### src/rtl/uart_tx_arbiter_if.sv
// Handshake bundle between the requesters, the arbiter and the shared uart_tx input.
// master = arbiter (owns the uart_tx-facing port), slave = requesters plus uart_tx.
interface uart_tx_arbiter_if #(
    parameter int N_REQ = 4,
    parameter int W_OUT = 24
);
    localparam int SRC_W = $clog2(N_REQ);

    logic [N_REQ-1:0]            s_valid;
    logic [N_REQ-1:0][W_OUT-1:0] s_data;
    logic [N_REQ-1:0]            s_ready;
    logic                        m_valid;
    logic [W_OUT-1:0]            m_data;
    logic                        m_ready;
    logic [SRC_W-1:0]            m_src;
    logic                        busy;

    modport master (
        input  s_valid, s_data, m_ready,
        output s_ready, m_valid, m_data, m_src, busy
    );

    modport slave (
        output s_valid, s_data, m_ready,
        input  s_ready, m_valid, m_data, m_src, busy
    );
endinterface

### src/rtl/uart_tx_arbiter.sv
// Round-robin arbiter with a burst limit sharing one uart_tx between N_REQ requesters.
// One packet is buffered at a time; priority rotates after MAX_BURST grants or a lost claim.
module uart_tx_arbiter #(
    parameter int N_REQ         = 4,
    parameter int BITS_PER_WORD = 8,
    parameter int W_OUT         = 24,
    parameter int MAX_BURST     = 2
) (
    input  logic              clk,
    input  logic              rst,
    uart_tx_arbiter_if.master bus
);
    localparam int SRC_W = $clog2(N_REQ);
    localparam int CNT_W = $clog2(MAX_BURST) + 1;
    localparam logic [SRC_W-1:0] LAST_IDX   = SRC_W'(N_REQ - 1);
    localparam logic [CNT_W-1:0] BURST_LAST = CNT_W'(MAX_BURST - 1);
    localparam logic [SRC_W:0]   N_WIDE     = (SRC_W + 1)'(N_REQ);

    if (N_REQ < 2) begin : g_bad_n_req
        $error("uart_tx_arbiter: N_REQ must be at least 2");
    end
    if (MAX_BURST < 1) begin : g_bad_burst
        $error("uart_tx_arbiter: MAX_BURST must be at least 1");
    end
    if ((W_OUT % BITS_PER_WORD) != 0) begin : g_bad_width
        $error("uart_tx_arbiter: W_OUT must be a multiple of BITS_PER_WORD");
    end

    typedef enum logic {IDLE, SEND} state_t;

    state_t           state;
    logic [SRC_W-1:0] ptr;
    logic [CNT_W-1:0] burst_cnt;
    logic [W_OUT-1:0] buf_data;
    logic [SRC_W-1:0] src;
    logic             m_valid_q;
    logic             busy_q;

    logic [SRC_W-1:0] winner;
    logic             any_req;
    logic [SRC_W:0]   cand;
    logic [SRC_W-1:0] ptr_after;

    // Scan ptr, ptr+1, ... with an explicit wrap so N_REQ need not be a power of 2.
    always_comb begin
        // NOTE: every combinational output gets a default first so no path can infer a latch.
        winner  = ptr;
        any_req = 1'b0;
        cand    = '0;
        for (int k = 0; k < N_REQ; k++) begin
            cand = {1'b0, ptr} + (SRC_W + 1)'(k);
            if (cand >= N_WIDE) begin
                cand = cand - N_WIDE;
            end
            if (!any_req && bus.s_valid[cand[SRC_W-1:0]]) begin
                any_req = 1'b1;
                winner  = cand[SRC_W-1:0];
            end
        end
    end

    always_comb begin
        bus.s_ready = '0;
        if (state == IDLE && any_req) begin
            bus.s_ready[winner] = 1'b1;
        end
    end

    assign ptr_after   = (src == LAST_IDX) ? '0 : src + 1'b1;
    assign bus.m_valid = m_valid_q;
    assign bus.m_data  = buf_data;
    assign bus.m_src   = src;
    assign bus.busy    = busy_q;

    always_ff @(posedge clk) begin
        // NOTE: the payload buffer is a plain register, so it is reset with the rest to keep m_data at 0.
        if (rst) begin
            state     <= IDLE;
            ptr       <= '0;
            burst_cnt <= '0;
            buf_data  <= '0;
            src       <= '0;
            m_valid_q <= 1'b0;
            busy_q    <= 1'b0;
        end else begin
            // NOTE: non-blocking assignments so every register sees pre-edge values.
            case (state)
                IDLE: begin
                    if (any_req) begin
                        buf_data  <= bus.s_data[winner];
                        src       <= winner;
                        state     <= SEND;
                        m_valid_q <= 1'b1;
                        busy_q    <= 1'b1;
                        // A different winner starts a fresh burst.
                        if (winner != ptr) begin
                            burst_cnt <= '0;
                        end
                    end
                end
                SEND: begin
                    if (bus.m_ready) begin
                        state     <= IDLE;
                        m_valid_q <= 1'b0;
                        busy_q    <= 1'b0;
                        if (burst_cnt == BURST_LAST) begin
                            ptr       <= ptr_after;
                            burst_cnt <= '0;
                        end else begin
                            ptr       <= src;
                            burst_cnt <= burst_cnt + 1'b1;
                        end
                    end
                end
                default: state <= IDLE;
            endcase
        end
    end
endmodule

### src/flat_wrapper.sv
// flat-port wrapper written by rule: the top's interface ports become plain ports
module uart_tx_arbiter_flat 
#(
    parameter int N_REQ         = 4,
    parameter int BITS_PER_WORD = 8,
    parameter int W_OUT         = 24,
    parameter int MAX_BURST     = 2
)
  (clk, rst, bus_s_valid, bus_s_data, bus_m_ready, bus_s_ready, bus_m_valid, bus_m_data, bus_m_src, bus_busy);
  uart_tx_arbiter_if #(.N_REQ(N_REQ), .W_OUT(W_OUT)) bus_i ();
  input  logic clk;
  input  logic rst;
  input wire logic [$bits(bus_i.s_valid)-1:0] bus_s_valid;
  input wire logic [$bits(bus_i.s_data)-1:0] bus_s_data;
  input wire logic [$bits(bus_i.m_ready)-1:0] bus_m_ready;
  output wire logic [$bits(bus_i.s_ready)-1:0] bus_s_ready;
  output wire logic [$bits(bus_i.m_valid)-1:0] bus_m_valid;
  output wire logic [$bits(bus_i.m_data)-1:0] bus_m_data;
  output wire logic [$bits(bus_i.m_src)-1:0] bus_m_src;
  output wire logic [$bits(bus_i.busy)-1:0] bus_busy;
  assign bus_i.s_valid = bus_s_valid;
  assign bus_i.s_data = bus_s_data;
  assign bus_i.m_ready = bus_m_ready;
  assign bus_s_ready = bus_i.s_ready;
  assign bus_m_valid = bus_i.m_valid;
  assign bus_m_data = bus_i.m_data;
  assign bus_m_src = bus_i.m_src;
  assign bus_busy = bus_i.busy;
  uart_tx_arbiter #(.N_REQ(N_REQ), .BITS_PER_WORD(BITS_PER_WORD), .W_OUT(W_OUT), .MAX_BURST(MAX_BURST)) u_core (.clk(clk), .rst(rst), .bus(bus_i));
endmodule
### config.mk
export PLATFORM = sky130hd
export DESIGN_NAME = uart_tx_arbiter_flat
export DESIGN_NICKNAME = d
export VERILOG_FILES = /design/src/rtl/uart_tx_arbiter_if.sv /design/src/rtl/uart_tx_arbiter.sv /design/src/flat_wrapper.sv
export SDC_FILE = /design/constraint.sdc
export NUM_CORES = 1
export LEC_CHECK = 0
export ABC_AREA = 1
export CORE_MARGIN = 3
export CORE_UTILIZATION = 30
export DETAILED_ROUTE_END_ITERATION = 6
export GPL_TIMING_DRIVEN = 0
export PLACE_DENSITY = 0.65
export SYNTH_ARGS = -nofsm -noshare
export SYNTH_HDL_FRONTEND = slang
export SYNTH_SLANG_ARGS = --single-unit
### constraint.sdc
create_clock -name clk -period 5.5 [get_ports clk]
set_input_delay 0.825 -clock clk [delete_from_list [all_inputs] [get_ports clk]]
set_output_delay 0.825 -clock clk [all_outputs]
set_load 0.01 [all_outputs]
# Yosys cells after proc, flatten, opt, wreduce, memory -nomap -nowiden
# Index checks and enable logic that the tools add are counted.
# classes
n_lt_le_gt_ge,10
reduce_logical,12
n_bitwise,1
n_eq_ne,6
n_addsub,9
mux,38
# ops
operator,count
$bmux 24 s2,1
$mux 2,14
$mux 24,1
$lt 2x3->1 const B,5
$mux 1,13
$ge 3x3->1 const B,3
$bmux 1 s2,4
$sub 2x1->2 const B,4
$add 2x2->3 const B,2
$reduce_and 2->1,3
$logic_and 1x1->1,5
$add 2x1->2 const B,2
$mux 4,1
$ne 2x2->1 const B,2
$pmux 1 s2,2
$pmux 2 s2,1
$add 2x1->3 const B,1
$ge 2x3->1 const B,1
$logic_not 1->1,3
$reduce_and 3->1,1
$demux 1 s2,1
$eq 2x1->1 const B,1
$eq 2x2->1 const B,1
$ge 2x1->1 const B,1
other kinds (3),3
# word_totals
wordCells,82
in_bits,103
out_inout_bits,32
regBits,32

# Depth between registers and ports, before layout
# Gate-level depths: netlist (run 1).
# logic_depth
ltp_word,19
mapped_depth,19
depth_no_buf,16

# Worst setup path after synthesis (run 1)
# OpenSTA, ideal clock, no wires.
# synth_timing
kind,input to output
startpoint,in bus_s_valid[1]
endpoint,out bus_s_ready[1]
cell_stages,12
slack_ps,2562
arrival_ps,2113
path_cell_list,inv_1 -> nand2_1 -> nand3_1 -> nand2_1 -> nor2_8 -> nand2_1 -> nor2_1 -> nor2_1 -> buf_4 -> buf_2 -> nand2_1 -> nor2_1
# synth_between
elab_chain_len,17
elab_cells_between_ends,29
# synth_lines
item,line_no,rtl
from (decl),flat_wrapper.sv:13,input wire logic [$bits(bus_i.s_valid)-1:0] bus_s_valid;
$bmux 1 s2,uart_tx_arbiter.sv:55,if (!any_req && bus.s_valid[cand[SRC_W-1:0]]) begin
$mux 1 (not written as such),uart_tx_arbiter.sv:55,
$mux 1,uart_tx_arbiter.sv:55,
$logic_not 1->1,uart_tx_arbiter.sv:55,
$logic_and 1x1->1,uart_tx_arbiter.sv:55,
$mux 1,uart_tx_arbiter.sv:55,
$logic_not 1->1,uart_tx_arbiter.sv:55,
$logic_and 1x1->1,uart_tx_arbiter.sv:55,
$mux 1,uart_tx_arbiter.sv:55,
$logic_not 1->1,uart_tx_arbiter.sv:55,
$logic_and 1x1->1,uart_tx_arbiter.sv:55,
$mux 2,uart_tx_arbiter.sv:55,
$lt 2x3->1 (not written as such) / $ge 2x1->1 (equally long branches),uart_tx_arbiter.sv:65,bus.s_ready[winner] = 1'b1;
$logic_and 1x1->1 (not written as such),uart_tx_arbiter.sv:65,
$mux 1 (not written as such),uart_tx_arbiter.sv:65,
$demux 1 s2,n/a,
$mux 4 *,uart_tx_arbiter.sv:64,if (state == IDLE && any_req) begin
to (decl),flat_wrapper.sv:16,output wire logic [$bits(bus_i.s_ready)-1:0] bus_s_ready;
# Every way passes the cells marked *; elsewhere a longest branch is shown, timed or not. The select of a mux whose other input is x is not followed.

# Final worst setup path (run 1)
# Ends and elaborated chain as after synthesis.

==> results of run 1 <==
[cells in the final DEF (no fill, tap or decap), types with 4 or more instances in the layout]
cell type        count
nand2_1            193
inv_1               34
nand3_1            121
nand2_2              4
buf_2               17
a21oi_1              9
nand3b_1             4
inv_2                4
nor2_1              12
clkbuf_8             7
dfxtp_1             32
nand4_1              6
clkdlybuf4s50_1    134
buf_4                7
[metrics by stage]
stage	instances	hold WS (ns)	setup slack (ns)	power (mW)	instance area [µm²]
3_3_place_gp	700	0.451	1.31	0.954	4060
5_1_grt	707	0.482	0.961	1.25	4160
3_5_place_dp	700	0.457	1.27	0.962	4060
2_1_floorplan	461	0.434	2.56	0.686	2590
6_report	707	0.467	1.27	1.15	4160
4_1_cts	707	0.467	1.27	1.16	4160
[critical path, stage by stage]
cell	delay (ns)
clkdlybuf4s50_1	0.50
inv_1	0.06
nand2_1	0.07
nand3_1	0.08
nand2_1	0.12
inv_1	0.12
nand2_1	0.08
nor2_1	0.06
nor2_1	0.19
buf_4	0.21
buf_2	0.27
nand2_1	0.15
nor2_1	0.13
clkdlybuf4s50_1	0.54
[final cells by class]
class / instances / area (µm²) / area share (%)
Buffer: 31 / 186 / 4.48
Clock buffer: 7 / 96.3 / 2.32
Inverter: 38 / 143 / 3.43
Multi-Input combinational cell: 360 / 1620 / 39.0
Sequential cell: 32 / 641 / 15.4
Tap cell: 105 / 131 / 3.16
Timing Repair Buffer: 134 / 1340 / 32.2
[flip-flops by register name (all words and copies together), names as in the netlist]
name                count
u_core.bus.m_data      24
u_core.bus.m_src        2
u_core.burst_cnt        2
u_core.state            1
u_core.bus.m_valid      1
u_core.ptr              2
[logic make-up (layout without fill, tap and decap cells)]
logic type / Yosys count / in the layout / share of synthesized area (%)
AO/OA/AOI/OAI: 14 / 14 / 3.14
adder cells (fa/ha/maj): 1 / 1 / 0.483
buffers and inverters: 69 / 210 / 12.7
flip-flops: 32 / 32 / 24.7
AND/OR/NAND/NOR: 345 / 345 / 59.0
[how the worst max path moves through the flow]
stage | startpoint | depth (start not counted) | endpoint | slack [ns]
finish | bus_s_valid[1] | 14 | bus_s_ready[1] | 1.27
global route | bus_s_valid[1] | 14 | bus_s_ready[3] | 0.96
CTS | bus_s_valid[3] | 14 | bus_s_ready[1] | 1.27
detailed placement | bus_s_valid[3] | 14 | bus_s_ready[1] | 1.27
global placement | bus_s_valid[1] | 14 | bus_s_ready[1] | 1.31
floorplan | bus_s_valid[1] | 12 | bus_s_ready[1] | 2.56
[power groups by stage]
stage / sequential (mW) / clock (mW) / combinational (mW)
finish: 0.305 / 0.197 / 0.650
global route: 0.311 / 0.214 / 0.727
CTS: 0.306 / 0.203 / 0.654
detailed placement: 0.310 / 0 / 0.651
global placement: 0.309 / 0 / 0.645
floorplan: 0.326 / 0 / 0.359
[routing by layer]
layer	wire (µm)	global-route usage (%)
met5	0	0
met4	117	4.31
met3	707	4.25
met2	4390	32.5
met1	4360	25.8
==> results.sh, run 1 <==
export IMPL_holdCritStartpoint="u_core.bus.m_data[0]$_SDFFE_PP0P_"
export IMPL_root_buffer="clkbuf_8"
export IMPL_vdd_drop_max_mv=0.113
export IMPL_die_area_um2=9790
export IMPL_n_antenna_cell=0
export IMPL_clk_latency_ns=0.28
export IMPL_switchingPower_mw=0.465
export IMPL_ctsResizeCount=0
export IMPL_fillers=870
export IMPL_clockBufferDepth=2
export IMPL_grt_pass1_vias=3266
export IMPL_antenna_found_initial=0
export IMPL_ys_seq_area_share_pct=24.7
export IMPL_start_util_pct=31.2
export IMPL_synth_edf_count=0
export IMPL_gp_congestion=0.831
export IMPL_fin_skew_ns=0.00403
export IMPL_row_count=33
export IMPL_drive_gt1_share_pct=7.64
export IMPL_post_drt_via_cell_ratio=4.87
export IMPL_hp_class="reg2reg"
export IMPL_final_setup_tns_ns=0
export IMPL_numCtsBuffers=5
export IMPL_syn_nets=565
export IMPL_synth_largest_area_cell="nand2_1"
export IMPL_vias=3442
export IMPL_p_seq_share_pct=26.5
export IMPL_die_w_um=98.9
export IMPL_cts_tree="built"
export IMPL_synthTopCellsByCount="nand2_1 (193), nand3_1 (121), inv_1 (34)"
export IMPL_postLayoutCoreUtil_pct=50.1
export IMPL_setup_viol=0
export IMPL_layout_worst_path_cycle_share_pct=77.0
export IMPL_cap_violations=0
export IMPL_cts_sinks=32
export IMPL_die_y_um=98.9
export IMPL_cts_hold_fix_buffers=0
export IMPL_hpwl_um=7520
export IMPL_swShare_pct=40.3
export IMPL_crit_type="in2out"
export IMPL_ys_warn_count=0
export IMPL_reg2reg_from="u_core.ptr[0]$_SDFFE_PP0P_"
export IMPL_intPower_mw=0.687
export IMPL_ys_ff_latch=32
export IMPL_htree_levels=2
export IMPL_fin_nets=706
export IMPL_antenna_left=0
export IMPL_yosys_area_top_type_share_pct=28.0
export IMPL_wl_um=9580
export IMPL_drc=0
export IMPL_p_clk_share_pct=17.1
export IMPL_track_usage_pct=19.5
export IMPL_rrSetupSlack_ns=3.23
export IMPL_leakage_nw=2.08
export IMPL_grt_max_degree=11
export IMPL_coreArea_um2=8300
export IMPL_hold_viol=0
export IMPL_cts_setup_buffers=0
export IMPL_r2r_cells=16
export IMPL_synth_area_um2=2590
export IMPL_critPathArrivalTime_ns=3.41
export IMPL_period_minus_slack_ns=4.23
export IMPL_required_ns=4.68
export IMPL_worstSetupStartpointType="input port"
export IMPL_synth_area_leaders="nand2_1 (28%), dfxtp_1 (25%), nand3_1 (23%)"
export IMPL_routedWlPerCell_um=13.5
export IMPL_synth_avg_cell_area_um2=5.62
export IMPL_pwr_share_comb_pct=56.4
export IMPL_grt_ovfl_total=0
export IMPL_yosysMostFrequentCell="nand2_1"
export IMPL_hold_path_depth=2
export IMPL_fmax_mhz=236
export IMPL_area_delta_synth_final_pct=60.6
export IMPL_synth_distinct_cells=25
export IMPL_rsz0062_at_grt="false"
export IMPL_timing_rr_end="u_core.bus.m_data[3]$_SDFFE_PP0P_"
export IMPL_slew_headroom_pct=66.1
export IMPL_synth_cells=461
export IMPL_slew_viol_final=0
export IMPL_worst_pin_slew_ns=0.508
export IMPL_ys_flop_type="dfxtp_1"
export IMPL_end_kind="output port"
export IMPL_p_per_area_nw_per_um2=277
export IMPL_io_pins=135
export IMPL_worstPathMaxFanout=10
export IMPL_drt_iter0_drc=148
export IMPL_clk_pin_slew_ns=0.06
export IMPL_synthArstFlopShare_pct=0
export IMPL_status="finished, final reports clean"
export IMPL_grt_first_pass_wirelength_um=15700
export IMPL_dr_pass1_iters=4
export IMPL_io_buffers=134
export IMPL_hold_end="u_core.bus.m_data[0]$_SDFFE_PP0P_"
No activity file was read; power rests on OpenSTA's default activity.
==> run 2: changes to the inputs <==
--- a/config.mk
+++ b/config.mk
@@ -10,7 +10,7 @@
 export CORE_UTILIZATION = 30
 export DETAILED_ROUTE_END_ITERATION = 6
 export GPL_TIMING_DRIVEN = 0
-export PLACE_DENSITY = 0.65
+export PLACE_DENSITY = 0.67
 export SYNTH_ARGS = -nofsm -noshare
 export SYNTH_HDL_FRONTEND = slang
 export SYNTH_SLANG_ARGS = --single-unit
==> constraint.sdc (replaced) <==
create_clock -name clk -period 3.7 [get_ports clk]
set_input_delay 0.555 -clock clk [delete_from_list [all_inputs] [get_ports clk]]
set_output_delay 0.555 -clock clk [all_outputs]
set_load 0.01 [all_outputs]
==> run 2 against run 1 <==
Against the previous run: sequential share of layout area shrank 0.21 points; worst setup slack lost 1.1 ns; worst hold slack improved by 0.0013 ns; sequential cell count unchanged; clock skew increased by 0.0034 ns; largest power group unchanged; highest routed layer unchanged.
==> results.sh, run 2 (same netlist as run 1, synthesis figures left out) <==
export IMPL_crit_type="in2out"
export IMPL_fin_nets=706
export IMPL_hpwl_um=7440
export IMPL_grt_ovfl_total=0
export IMPL_critPathArrivalTime_ns=2.95
export IMPL_fillers=861
export IMPL_grt_first_pass_wirelength_um=15300
export IMPL_post_drt_via_cell_ratio=4.81
export IMPL_clk_pin_slew_ns=0.07
export IMPL_antenna_found_initial=0
export IMPL_layout_worst_path_cycle_share_pct=94.8
export IMPL_vdd_drop_max_mv=0.165
export IMPL_die_area_um2=9790
export IMPL_n_antenna_cell=0
export IMPL_worstPathMaxFanout=10
export IMPL_start_util_pct=31.2
export IMPL_drt_iter0_drc=151
export IMPL_status="finished, final reports clean"
export IMPL_cts_setup_buffers=0
export IMPL_setup_viol=0
export IMPL_end_kind="output port"
export IMPL_io_buffers=134
export IMPL_clk_latency_ns=0.28
export IMPL_cap_violations=0
export IMPL_reg2reg_from="u_core.ptr[1]$_SDFFE_PP0P_"
export IMPL_p_per_area_nw_per_um2=426
export IMPL_coreArea_um2=8300
export IMPL_cts_sinks=32
export IMPL_slew_headroom_pct=66.4
export IMPL_rrSetupSlack_ns=1.42
export IMPL_cts_tree="built"
export IMPL_gp_congestion=0.844
export IMPL_period_minus_slack_ns=3.51
export IMPL_leakage_nw=2.11
export IMPL_io_pins=135
export IMPL_htree_levels=2
export IMPL_routedWlPerCell_um=13.4
export IMPL_slew_viol_final=0
export IMPL_timing_rr_end="u_core.bus.m_data[17]$_SDFFE_PP0P_"
export IMPL_grt_pass1_vias=3247
export IMPL_root_buffer="clkbuf_8"
export IMPL_area_delta_synth_final_pct=62.7
export IMPL_numCtsBuffers=5
export IMPL_row_count=33
export IMPL_die_y_um=98.9
export IMPL_fmax_mhz=285
export IMPL_dr_pass1_iters=4
export IMPL_holdCritStartpoint="u_core.bus.m_data[21]$_SDFFE_PP0P_"
export IMPL_hold_viol=0
export IMPL_drive_gt1_share_pct=8.13
export IMPL_drc=0
export IMPL_largest_reg_flops=24
export IMPL_final_setup_tns_ns=0
export IMPL_final_cell_mix="nand2_1 (192), clkdlybuf4s50_1 (133), nand3_1 (121), inv_1 (34), dfxtp_1 (32)"
export IMPL_required_ns=3.14
export IMPL_hp_class="reg2reg"
export IMPL_worstSetupStartpointType="input port"
export IMPL_antenna_left=0
export IMPL_die_w_um=98.9
export IMPL_worst_pin_slew_ns=0.504
export IMPL_timing_hold_ws_ns=0.468
export IMPL_clockBufferDepth=2
export IMPL_dp_cells=700
export IMPL_hold_path_depth=2
export IMPL_final_common_cell="nand2_1"
export IMPL_stdcell_count=708
export IMPL_track_usage_pct=18.9
export IMPL_rsz0062_at_grt="false"
export IMPL_fin_skew_ns=0.00746
export IMPL_grt_max_degree=11
export IMPL_r2r_cells=13
export IMPL_wl_um=9520
export IMPL_hold_end="u_core.bus.m_data[21]$_SDFFE_PP0P_"
export IMPL_vias=3409
run 2: power by group:
group	internal, mW	total [mW]	leakage, nW	switching, mW
Sequential	0.413	0.455	0.264	0.0424
Combinational	0.447	0.969	1.78	0.522
Clock	0.238	0.370	0.0645	0.133
Total	1.10	1.79	2.11	0.697
run 2: worst max path at each step:
stage | end | slack [ns] | from
after floorplan | bus_s_ready[1] | 1.30 | bus_s_valid[1]
after global placement | bus_s_ready[1] | 0.07 | bus_s_valid[1]
after detailed placement | bus_s_ready[3] | 0.05 | bus_s_valid[3]
after CTS | bus_s_ready[3] | 0.04 | bus_s_valid[3]
after global routing | bus_s_ready[3] | 0.006 | bus_s_valid[2]
final | bus_s_ready[1] | 0.19 | bus_s_valid[1]
run 2: layout make-up:
type | count | area (µm²) | share of cell area (%)
multi-input cells | 360 | 1640 | 38.9
plain buffers | 31 | 193 | 4.57
well taps | 105 | 131 | 3.12
repair buffers | 134 | 1340 | 31.9
flip-flops and latches | 32 | 641 | 15.2
clock inverters | 1 | 30.0 | 0.712
inverters | 38 | 143 | 3.38
clock buffers | 7 | 96.3 | 2.28
run 2: stage by stage:
| stage | cell area [µm²] | setup WS (ns) | total power [mW] | utilization (%) |
|---|---|---|---|---|
| after floorplan | 2590 | 1.30 | 1.02 | - |
| after global placement | 4060 | 0.0664 | 1.41 | 49.0 |
| after detailed placement | 4060 | 0.0490 | 1.43 | 49.0 |
| after CTS | 4190 | 0.0427 | 1.80 | 50.5 |
| after global routing | 4220 | 0.00574 | 1.94 | 50.8 |
| final | 4220 | 0.194 | 1.79 | 50.8 |
run 2: routing by layer:
layer	wire, µm	GRT usage, %
met5	0	0
met4	191	5.57
met3	797	3.89
met2	4510	32.3
met1	4030	23.7
run 2: worst max-delay path, cell delays in order:
cell	delay, ns
clkdlybuf4s50_1	0.44
inv_1	0.09
nand2_1	0.06
nand3_1	0.09
nand2_1	0.13
nor2_8	0.17
nand3_4	0.10
nand2_2	0.12
nand2_2	0.08
buf_6	0.15
buf_6	0.14
inv_2	0.06
nand2_1	0.09
nor2_1	0.12
clkdlybuf4s50_1	0.55
run 2: repair_timing:
| item | 4_1_cts | 5_1_grt |
|---|---|---|
| hold buffers | 0 | 0 |
| resized for setup | 0 | 8 |
| endpoints found under the hold margin | 0 | 0 |
| setup endpoints to repair | 0 | 4 |
